==> src/rtl/parser_pkg.sv <==
// Shared definitions for the parser input path.
// Contents:
//   DATA_W      - default beat width of the parser input stream
//   HDR_BEATS   - number of header beats at the start of every packet
//   arb_state_e - packet arbiter state encoding
package parser_pkg;

    localparam int DATA_W    = 32;
    localparam int HDR_BEATS = 2;

    typedef enum logic [1:0] {
        IDLE  = 2'd0,
        PASS  = 2'd1,
        DRAIN = 2'd2
    } arb_state_e;

endpackage

==> src/rtl/parser_in_arb_if.sv <==
// Handshake bundle between N_SRC upstream packet sources, the packet
// arbiter and the parser input port.
// Signals:
//   src_data  - source beats, source i at [i*DATA_W +: DATA_W]
//   src_val   - per-source beat valid
//   src_last  - per-source last-beat marker
//   src_ready - per-source ready (driven by the arbiter)
//   par_data  - beat to the parser
//   par_val   - valid to the parser
//   par_last  - last to the parser
//   par_ready - ready from the parser
// Modports:
//   master - arbiter view (drives src_ready and the par_* beat)
//   slave  - environment view (sources plus parser)
interface parser_in_arb_if #(
    parameter int N_SRC  = 4,
    parameter int DATA_W = parser_pkg::DATA_W
);

    logic [N_SRC*DATA_W-1:0] src_data;
    logic [N_SRC-1:0]        src_val;
    logic [N_SRC-1:0]        src_last;
    logic [N_SRC-1:0]        src_ready;
    logic [DATA_W-1:0]       par_data;
    logic                    par_val;
    logic                    par_last;
    logic                    par_ready;

    modport master (
        input  src_data, src_val, src_last, par_ready,
        output src_ready, par_data, par_val, par_last
    );

    modport slave (
        output src_data, src_val, src_last, par_ready,
        input  src_ready, par_data, par_val, par_last
    );

endinterface

==> src/rtl/parser_in_arb_rr_pick.sv <==
// Combinational round-robin priority select.
// Ports:
//   req  in  N_SRC  request vector
//   ptr  in  IDX_W  index of the most recent winner
//   pick out IDX_W  first requester strictly after ptr, wrapping modulo N_SRC
//   any  out 1      at least one request is present
module rr_pick #(
    parameter  int N_SRC = 4,
    localparam int IDX_W = $clog2(N_SRC)
) (
    input  logic [N_SRC-1:0] req,
    input  logic [IDX_W-1:0] ptr,
    output logic [IDX_W-1:0] pick,
    output logic             any
);

    logic [IDX_W-1:0] idx_s;

    // Scan the offsets farthest-first so the requester nearest after ptr
    // overwrites all others and wins; offset N_SRC is ptr itself (lowest).
    always_comb begin
        pick  = {IDX_W{1'b0}};
        idx_s = {IDX_W{1'b0}};
        any   = |req;
        for (int off = N_SRC; off >= 1; off--) begin
            idx_s = IDX_W'((int'(ptr) + off) % N_SRC);
            pick  = req[idx_s] ? idx_s : pick;
        end
    end

endmodule

==> src/rtl/parser_in_arb.sv <==
// Packet-level round-robin arbiter in front of the parser input port.
// A source keeps the grant from its first beat through its last beat.
// Packets longer than MAX_WORDS beats are cut with a forced par_last and
// the remainder is swallowed, so the parser always sees terminated packets.
// Ports:
//   clk          in  1      clock, all logic on posedge
//   reset        in  1      synchronous active-high reset
//   bus          master    source and parser handshake bundle
//   grant_id     out IDX_W  currently granted source
//   busy         out 1      a packet is being passed or drained
//   overrun      out 1      one-cycle pulse when a packet is truncated
//   overrun_src  out IDX_W  source of the most recent truncation (sticky)
module parser_in_arb #(
    parameter  int N_SRC     = 4,
    parameter  int DATA_W    = parser_pkg::DATA_W,
    parameter  int MAX_WORDS = 64,
    localparam int IDX_W     = $clog2(N_SRC),
    localparam int CNT_W     = $clog2(MAX_WORDS + 1)
) (
    input  logic             clk,
    input  logic             reset,
    parser_in_arb_if.master  bus,
    output logic [IDX_W-1:0] grant_id,
    output logic             busy,
    output logic             overrun,
    output logic [IDX_W-1:0] overrun_src
);

    import parser_pkg::*;

    arb_state_e        state_r;
    logic [IDX_W-1:0]  rr_ptr_r;
    logic [IDX_W-1:0]  grant_r;
    logic [CNT_W-1:0]  word_cnt_r;
    logic              overrun_r;
    logic [IDX_W-1:0]  overrun_src_r;

    logic [IDX_W-1:0]  pick_s;
    logic              any_s;
    logic [DATA_W-1:0] g_data_s;
    logic              g_val_s;
    logic              g_last_s;
    logic              at_limit_s;
    logic              accept_s;
    logic [N_SRC-1:0]  ready_s;
    logic              par_val_s;
    logic              par_last_s;

    rr_pick #(.N_SRC(N_SRC)) u_rr_pick (
        .req  (bus.src_val),
        .ptr  (rr_ptr_r),
        .pick (pick_s),
        .any  (any_s)
    );

    // The beat being forwarded is the MAX_WORDS-th of this packet.
    assign at_limit_s = (word_cnt_r == CNT_W'(MAX_WORDS - 1));

    // Select the granted source's beat, valid and last.
    always_comb begin
        g_data_s = {DATA_W{1'b0}};
        g_val_s  = 1'b0;
        g_last_s = 1'b0;
        for (int i = 0; i < N_SRC; i++) begin
            g_data_s = (grant_r == IDX_W'(i)) ? bus.src_data[i*DATA_W +: DATA_W] : g_data_s;
            g_val_s  = (grant_r == IDX_W'(i)) ? bus.src_val[i]  : g_val_s;
            g_last_s = (grant_r == IDX_W'(i)) ? bus.src_last[i] : g_last_s;
        end
    end

    // Handshake steering; everything is held off while reset is asserted.
    always_comb begin
        ready_s    = {N_SRC{1'b0}};
        par_val_s  = 1'b0;
        par_last_s = 1'b0;
        accept_s   = 1'b0;
        if (!reset) begin
            case (state_r)
                PASS: begin
                    par_val_s  = g_val_s;
                    par_last_s = g_last_s | at_limit_s;
                    accept_s   = g_val_s & bus.par_ready;
                    for (int i = 0; i < N_SRC; i++) begin
                        ready_s[i] = (grant_r == IDX_W'(i)) ? bus.par_ready : 1'b0;
                    end
                end
                DRAIN: begin
                    // Tail beats are consumed but never shown to the parser.
                    accept_s = g_val_s;
                    for (int i = 0; i < N_SRC; i++) begin
                        ready_s[i] = (grant_r == IDX_W'(i));
                    end
                end
                default: begin
                    ready_s = {N_SRC{1'b0}};
                end
            endcase
        end else begin
            ready_s = {N_SRC{1'b0}};
        end
    end

    assign bus.src_ready = ready_s;
    assign bus.par_data  = g_data_s;
    assign bus.par_val   = par_val_s;
    assign bus.par_last  = par_last_s;

    // Arbitration FSM, beat counter and overrun reporting.
    always_ff @(posedge clk) begin
        if (reset) begin
            state_r       <= IDLE;
            rr_ptr_r      <= IDX_W'(N_SRC - 1);
            grant_r       <= {IDX_W{1'b0}};
            word_cnt_r    <= {CNT_W{1'b0}};
            overrun_r     <= 1'b0;
            overrun_src_r <= {IDX_W{1'b0}};
        end else begin
            overrun_r <= 1'b0;
            case (state_r)
                IDLE: begin
                    word_cnt_r <= {CNT_W{1'b0}};
                    if (any_s) begin
                        grant_r  <= pick_s;
                        rr_ptr_r <= pick_s;
                        state_r  <= PASS;
                    end
                end
                PASS: begin
                    if (accept_s) begin
                        word_cnt_r <= word_cnt_r + CNT_W'(1);
                        // A genuine last on the limit beat ends cleanly.
                        if (g_last_s) begin
                            state_r <= IDLE;
                        end else if (at_limit_s) begin
                            overrun_r     <= 1'b1;
                            overrun_src_r <= grant_r;
                            state_r       <= DRAIN;
                        end
                    end
                end
                DRAIN: begin
                    if (accept_s && g_last_s) begin
                        state_r <= IDLE;
                    end
                end
                default: begin
                    state_r <= IDLE;
                end
            endcase
        end
    end

    assign grant_id    = grant_r;
    assign busy        = (state_r != IDLE);
    assign overrun     = overrun_r;
    assign overrun_src = overrun_src_r;

endmodule
==> src/flat_wrapper.sv <==
// flat-port wrapper written by rule: the top's interface ports become plain ports
module parser_in_arb_flat import parser_pkg::*;
#(
    parameter  int N_SRC     = 4,
    parameter  int DATA_W    = parser_pkg::DATA_W,
    parameter  int MAX_WORDS = 64,
    localparam int IDX_W     = $clog2(N_SRC),
    localparam int CNT_W     = $clog2(MAX_WORDS + 1)
)
  (clk, reset, grant_id, busy, overrun, overrun_src, bus_src_data, bus_src_val, bus_src_last, bus_par_ready, bus_src_ready, bus_par_data, bus_par_val, bus_par_last);
  parser_in_arb_if #(.N_SRC(N_SRC), .DATA_W(DATA_W)) bus_i ();
  input  logic clk;
  input  logic reset;
  output logic [IDX_W-1:0] grant_id;
  output logic busy;
  output logic overrun;
  output logic [IDX_W-1:0] overrun_src;
  input wire logic [$bits(bus_i.src_data)-1:0] bus_src_data;
  input wire logic [$bits(bus_i.src_val)-1:0] bus_src_val;
  input wire logic [$bits(bus_i.src_last)-1:0] bus_src_last;
  input wire logic [$bits(bus_i.par_ready)-1:0] bus_par_ready;
  output wire logic [$bits(bus_i.src_ready)-1:0] bus_src_ready;
  output wire logic [$bits(bus_i.par_data)-1:0] bus_par_data;
  output wire logic [$bits(bus_i.par_val)-1:0] bus_par_val;
  output wire logic [$bits(bus_i.par_last)-1:0] bus_par_last;
  assign bus_i.src_data = bus_src_data;
  assign bus_i.src_val = bus_src_val;
  assign bus_i.src_last = bus_src_last;
  assign bus_i.par_ready = bus_par_ready;
  assign bus_src_ready = bus_i.src_ready;
  assign bus_par_data = bus_i.par_data;
  assign bus_par_val = bus_i.par_val;
  assign bus_par_last = bus_i.par_last;
  parser_in_arb #(.N_SRC(N_SRC), .DATA_W(DATA_W), .MAX_WORDS(MAX_WORDS)) u_core (.clk(clk), .reset(reset), .bus(bus_i), .grant_id(grant_id), .busy(busy), .overrun(overrun), .overrun_src(overrun_src));
endmodule
==> config.mk <==
export PLATFORM = sky130hd
export DESIGN_NAME = parser_in_arb_flat
export DESIGN_NICKNAME = d
export VERILOG_FILES = /design/src/rtl/parser_pkg.sv /design/src/rtl/parser_in_arb_if.sv /design/src/rtl/parser_in_arb_rr_pick.sv /design/src/rtl/parser_in_arb.sv /design/src/flat_wrapper.sv
export SDC_FILE = /design/constraint.sdc
export NUM_CORES = 1
export LEC_CHECK = 0
export ABC_AREA = 1
export CORE_MARGIN = 2
export CORE_UTILIZATION = 28
export CTS_BUF_LIST = sky130_fd_sc_hd__clkbuf_8
export DETAILED_ROUTE_END_ITERATION = 7
export GPL_ROUTABILITY_DRIVEN = 0
export PLACE_DENSITY = 0.77
export SETUP_SLACK_MARGIN = 0.3
export SKIP_LAST_GASP = 1
export SLEW_MARGIN = 25
export SYNTH_ARGS = -nofsm -noshare
export SYNTH_HDL_FRONTEND = slang
export SYNTH_SLANG_ARGS = --single-unit
==> constraint.sdc <==
create_clock -name clk -period 3 [get_ports clk]
set_clock_uncertainty 0.1 [all_clocks]
set_input_delay 0.3 -clock clk [delete_from_list [all_inputs] [get_ports clk]]
set_output_delay 0.3 -clock clk [all_outputs]
set_load 0.02 [all_outputs]
==> results of run 1 <==
repair_timing:
item	CTS	global route
setup buffers	0	0
resized for setup	0	6
endpoints found under the setup margin	0	38
cells by family after synthesis:
kind of cell,after synthesis
adders and majority gates,4
AOI/OAI and AO/OA,24
buffers and inverters,47
xor gates and xnor gates,4
and+or+nand+nor,261
DFF,16
path summary, 6_finish.rpt:
path | startpoint | endpoint | cells past startpoint
worst min-delay path | u_core.overrun_src[1]$_SDFFE_PP0P_ | u_core.overrun_src[1]$_SDFFE_PP0P_ | 2
worst max register to register | u_core.state_r[1]$_SDFFE_PP0P_ | u_core.word_cnt_r[6]$_SDFFE_PP0P_ | 11
worst max-delay path | u_core.grant_id[0]$_SDFFE_PP0P_ | bus_par_last | 7
worst min register to register | u_core.overrun_src[1]$_SDFFE_PP0P_ | u_core.overrun_src[1]$_SDFFE_PP0P_ | 2
layout make-up:
type	count	share of cell area
Multi-Input combinational cell	293	0.362
Inverter	30	0.0312
Tap cell	80	0.0257
Timing Repair Buffer	189	0.484
Sequential cell	16	0.0830
Clock buffer	4	0.0141
where the power goes:
| part | switching (mW) | internal [mW] |
|---|---|---|
| Combinational | 1.25 | 1.00 |
| Clock | 0.0785 | 0.116 |
| Sequential | 0.0806 | 0.247 |
layout by cell type (no fill, tap or decap), drive strengths merged:
master and n:
buf 7, nor2 19, o21ai 9, nand3 14
ha 4, nand4 35, o31ai 2, xor2 3
nand3b 1, clkbuf 4, dlymetal6s2s 4, a21oi 13
clkdlybuf4s50 178, nor3 7, clkinv 1, xnor2 1
dfxtp 16, inv 29, nand2 185
registers in the layout, summed over array words and instances (netlist names):
name and cells:
u_core.grant_id 2, u_core.rr_ptr_r 2, u_core.word_cnt_r 7, u_core.state_r 2, u_core.overrun 1, u_core.overrun_src 2
per-layer routing:
layer	wire [µm]	vias up	track usage
met1	3310	1268	0.243
li1	-	1506	-
met2	3990	134	0.346
met5	0	-	0
met4	152	0	0.0653
met3	713	12	0.0464
critical path, delay by kind of cell, from the launching register on:
family	cells	cell delay, ns
DFF	1	0.41
AOI/OAI and AO/OA	1	0.06
and+or+nand+nor	4	0.53
buffers and inverters	2	0.88
stage by stage:
stage	total power, mW	hold WS (ns)	instance area [µm²]
after floorplan	1.61	0.357	1930
after global placement	2.57	0.367	3820
after detailed placement	2.59	0.374	3820
after CTS	2.79	0.392	3880
after global routing	2.99	0.414	3890
final	2.77	0.387	3890
==> impl_results.md, run 1 <==
- Placed insts: 608
- Global route overflow: 0
- Static Leak: 1.69 nW
- Worst-path cell chain: nor2_2, buf_4, nand2_1, nand4_1, a21oi_1, nor3_1, clkdlybuf4s50_1
- Mapped cell area: 1930 µm²
- Yosys warning count: 0
- Post-Route Setup TNS: 0 ns
- Crit path DAT: 2.14 ns
- Drt first-iter violations: 135
- Max-cap check violation count: 0
- Crit Path Category: reg2out
- EDFF count, synth: 0
- Vias per inst: 4.77
- Initial antenna violation count: 0
- Slew margin rel.: 0.722
- Initial DRT Pass Iterations: 4
- Clock Tree Root: clkbuf_8
- DRC: 0
- CTS buffer count: 3
- Hold_buf cts: 0
- Multi-input gate area: 1410 µm²
- Final WS setup: 0.455 ns
- Main combinational cell family by area after synthesis: simple AND/OR/NAND/NOR gates
- Final hold violations: 0
- Synth Flop Type: dfxtp_1
- CTS tree: done
- Total number of vias: 2920
- Simple-Gate Fraction of Synth Area: 0.612
- Worst EP required: 2.60 ns
- Post-Synth XOR/XNOR Area: 0.0182
- Adder-cell share of the synthesized area: 0.0260
- Count of cell types in the netlist: 32
- Fill cells: 636
- CP max stage cell: clkdlybuf4s50_1
- Largest net degree at the start of global routing: 33
- Final wirelength: 8.16 mm
- Worst min-delay path class: reg2reg
- Peak VDD IR: 0.320 mV
- Number of global-route vias before repair: 2607
- Die W: 87.0 µm
- CP endpoint kind: output port
- Post-Syn Nets: 499
- Fraction of layout cells with a size suffix above 1: 0.0752
- # clock sinks: 16
- Number of synthesized register bits: 16
- Final period util: 0.848
- Initial core utilization: 0.287
- H-Tree Depth: 1
- Routed Antenna Nets: 0
- Largest cells by area after synthesis: nand2_1 34%, dfxtp_1 17%, nand4_1 11%
- Fmax: 0.393 GHz
- Inserted Diodes: 0
- Commonest cells in the netlist: 177 x nand2_1, 35 x nand4_1, 22 x inv_1
- Outcome: finished, final reports clean
- Die Y: 87.0 µm
- Post-synthesis sequential area ratio: 0.166
- Fin util: 0.579
- Final cell count without fillers: 612
- Syn Inst Count: 356
- Total track usage: 0.200
- Avg WL per Cell: 13.3 µm
- Row count: 30
- I/O pin total: 183
- Clock Path Buffers: 2
- RSZ-0062 raised after global routing: false
- Pins Over Slew Limit: 0
- Skew-Pair Late Insertion Delay: 0.25 ns
- P per Cell Area: 712 nW/µm²
- Die area: 7570 µm²
- Synth area leader: nand2_1
- Layout Nets: 676
- First-pass GRT wire length: 12.1 mm
- Crit-path max cell delay: 0.62 ns
- Clock slew at reported path FFs: 0.07 ns
- Compound-Gate Fraction of Synth Area: 0.0714
- Setup crit start kind: register
- Async SR Flop Fraction: 0
- Setup slack, reg-to-reg: 1.21 ns
- Post-Place Worst Slack: 0.605 ns
- I/O Buffers: 182
- HPWL after DPL: 6.72 mm
- Multiplexer share of the synthesized area: 0
- Syn_area_per_cell: 5.42 µm²
- Post-synth top area share: 0.345
- CP max FO: 19
- Count leader, synth: nand2_1
- Synthesis-to-layout area growth: 102%
- Final setup fails: 0
- Slew at the pin closest to its max-slew limit: 0.416 ns
- Period minus WS final: 2.54 ns
- Register area: 323 µm²
- Core Footprint: 6720 µm²
Power figures use the tool's default switching activity.
==> run 2: changes to the inputs <==
Settings changed: PLACE_DENSITY 0.77 to 0.8.
Clock period 3 ns to 2.2 ns, I/O delays scaled along.
==> run 2 against run 1 <==
Net effect: clock power grew 35%; sequential share of layout area down 0.11 points; critical path depth is the same; count of clock-buffer cells in the layout unchanged; cell count is 2.6% higher; sequential cell count unchanged; non-clock buffer count up 16; power up 53%; largest cell class unchanged; setup slack lost 0.18 ns; worst hold slack improved by 0.0079 ns; die area stayed put; highest routed layer unchanged.
==> impl_results.md, run 2 (synthesis gave the netlist of run 1 again) <==
- Clock Path Buffers: 2
- Commonest non-fill, non-tap cell in the layout: nand2_1
- Biggest register: u_core.word_cnt_r
- DRC: 0
- Outcome: finished, final reports clean
- Design Area, Final: 4190 µm²
- HPWL after DPL: 6.74 mm
- Synthesis-to-layout area growth: 117%
- Core Footprint: 6720 µm²
- Final period util: 0.876
- Pins Over Slew Limit: 0
- Total number of vias: 3076
- Slew margin rel.: 0.726
- Final setup fails: 0
- P per Cell Area: 1010 nW/µm²
- Peak VDD IR: 0.504 mV
- Total track usage: 0.204
- Initial core utilization: 0.287
- First-pass GRT wire length: 12.6 mm
- Post-DP Area: 3910 µm²
- Clock slew at reported path FFs: 0.06 ns
- Crit Path Category: reg2out
- # clock sinks: 16
- Final wirelength: 9.16 mm
- Post-Place Worst Slack: -0.0106 ns
- Skew-Pair Late Insertion Delay: 0.25 ns
- Period minus WS final: 1.93 ns
- Most frequent cells in the layout: 160 x nand2_1, 143 x clkdlybuf4s50_1, 35 x nand4_1
- Max reg flops: 7
- Fraction of layout cells with a size suffix above 1: 0.235
- I/O Buffers: 182
- CTS buffer count: 3
- Routed Antenna Nets: 0
- Worst EP required: 1.88 ns
- CTS tree: done
- Die Y: 87.0 µm
- Total power draw: 4.25 mW
- Fmax: 0.519 GHz
- Number of global-route vias before repair: 2877
- Static Leak: 1.82 nW
- CP max FO: 4
- Final hold violations: 0
- Crit path DAT: 1.61 ns
- Die area: 7570 µm²
- Final WS setup: 0.272 ns
- Worst min-delay path class: reg2reg
- Initial antenna violation count: 0
- Row count: 30
- I/O pin total: 183
- Post-Route Setup TNS: 0 ns
- Fin util: 0.623
- Drt first-iter violations: 114
- Layout Nets: 692
- Die W: 87.0 µm
- Slew at the pin closest to its max-slew limit: 0.410 ns
- Largest net degree at the start of global routing: 33
- Setup crit start kind: register
- RSZ-0062 raised after global routing: true
- Global route overflow: 0
- CP endpoint kind: output port
- Clock Tree Root: clkbuf_8
- Inserted Diodes: 0
- Max-cap check violation count: 0
- H-Tree Depth: 1
- Vias per inst: 4.90
- Initial DRT Pass Iterations: 4
- Avg WL per Cell: 14.6 µm
## run 2: cell type report
type | instances | area (µm²)
timing repair buffer | 205 | 2030
sequential | 16 | 343
inverter | 30 | 131
tap | 80 | 100
clock buffer | 4 | 55.1
multi-input combinational | 293 | 1530
fill | 592 | 2530
## run 2: metal layers
layer | wire length (µm) | part of all wire | track usage | vias up
met4 | 220 | 0.024 | 0.0696 | 0
met2 | 4630 | 0.51 | 0.366 | 138
met5 | 0 | 0 | 0 | -
met1 | 3530 | 0.39 | 0.232 | 1383
met3 | 780 | 0.085 | 0.0550 | 19
li1 | - | - | - | 1536
## run 2: critical path, cell delays in order (launching register included)
cell and delay (ns):
dfxtp_4 0.38, inv_4 0.05, ha_4 0.26, inv_2 0.04, nor3_4 0.19, inv_2 0.09, nor3_2 0.18, buf_4 0.17
## run 2: timing repair
item	in CTS	in global routing
pin swaps	1	9
buffers inserted	0	7
setup endpoints to repair	40	38
hold endpoints to repair	0	0
gates cloned	0	3
gates resized for setup	133	123
hold buffers	0	0
## run 2: final timing paths
check,from,to,slack (ns),cells past startpoint
worst max-delay path,u_core.state_r[0]$_SDFFE_PP0P_,bus_src_ready[0],0.27,7
worst min-delay path,u_core.word_cnt_r[5]$_SDFFE_PP0P_,u_core.word_cnt_r[5]$_SDFFE_PP0P_,0.39,2
worst min register to register,u_core.word_cnt_r[5]$_SDFFE_PP0P_,u_core.word_cnt_r[5]$_SDFFE_PP0P_,0.39,2
worst max register to register,u_core.state_r[0]$_SDFFE_PP0P_,u_core.state_r[0]$_SDFFE_PP0P_,0.37,10
## run 2: through the flow
| stage | std cells | hold slack, ns |
|---|---|---|
| detailed placement | 614 | 0.380 |
| global placement | 614 | 0.362 |
| CTS | 618 | 0.379 |
| finish | 628 | 0.395 |
| floorplan | 356 | 0.281 |
| global route | 628 | 0.419 |
## run 2: power by group
part           internal, mW  leakage (nW)  switching (mW)
Clock                 0.159        0.0288           0.104
Sequential            0.345         0.134          0.0882
Combinational          1.59          1.66            1.96
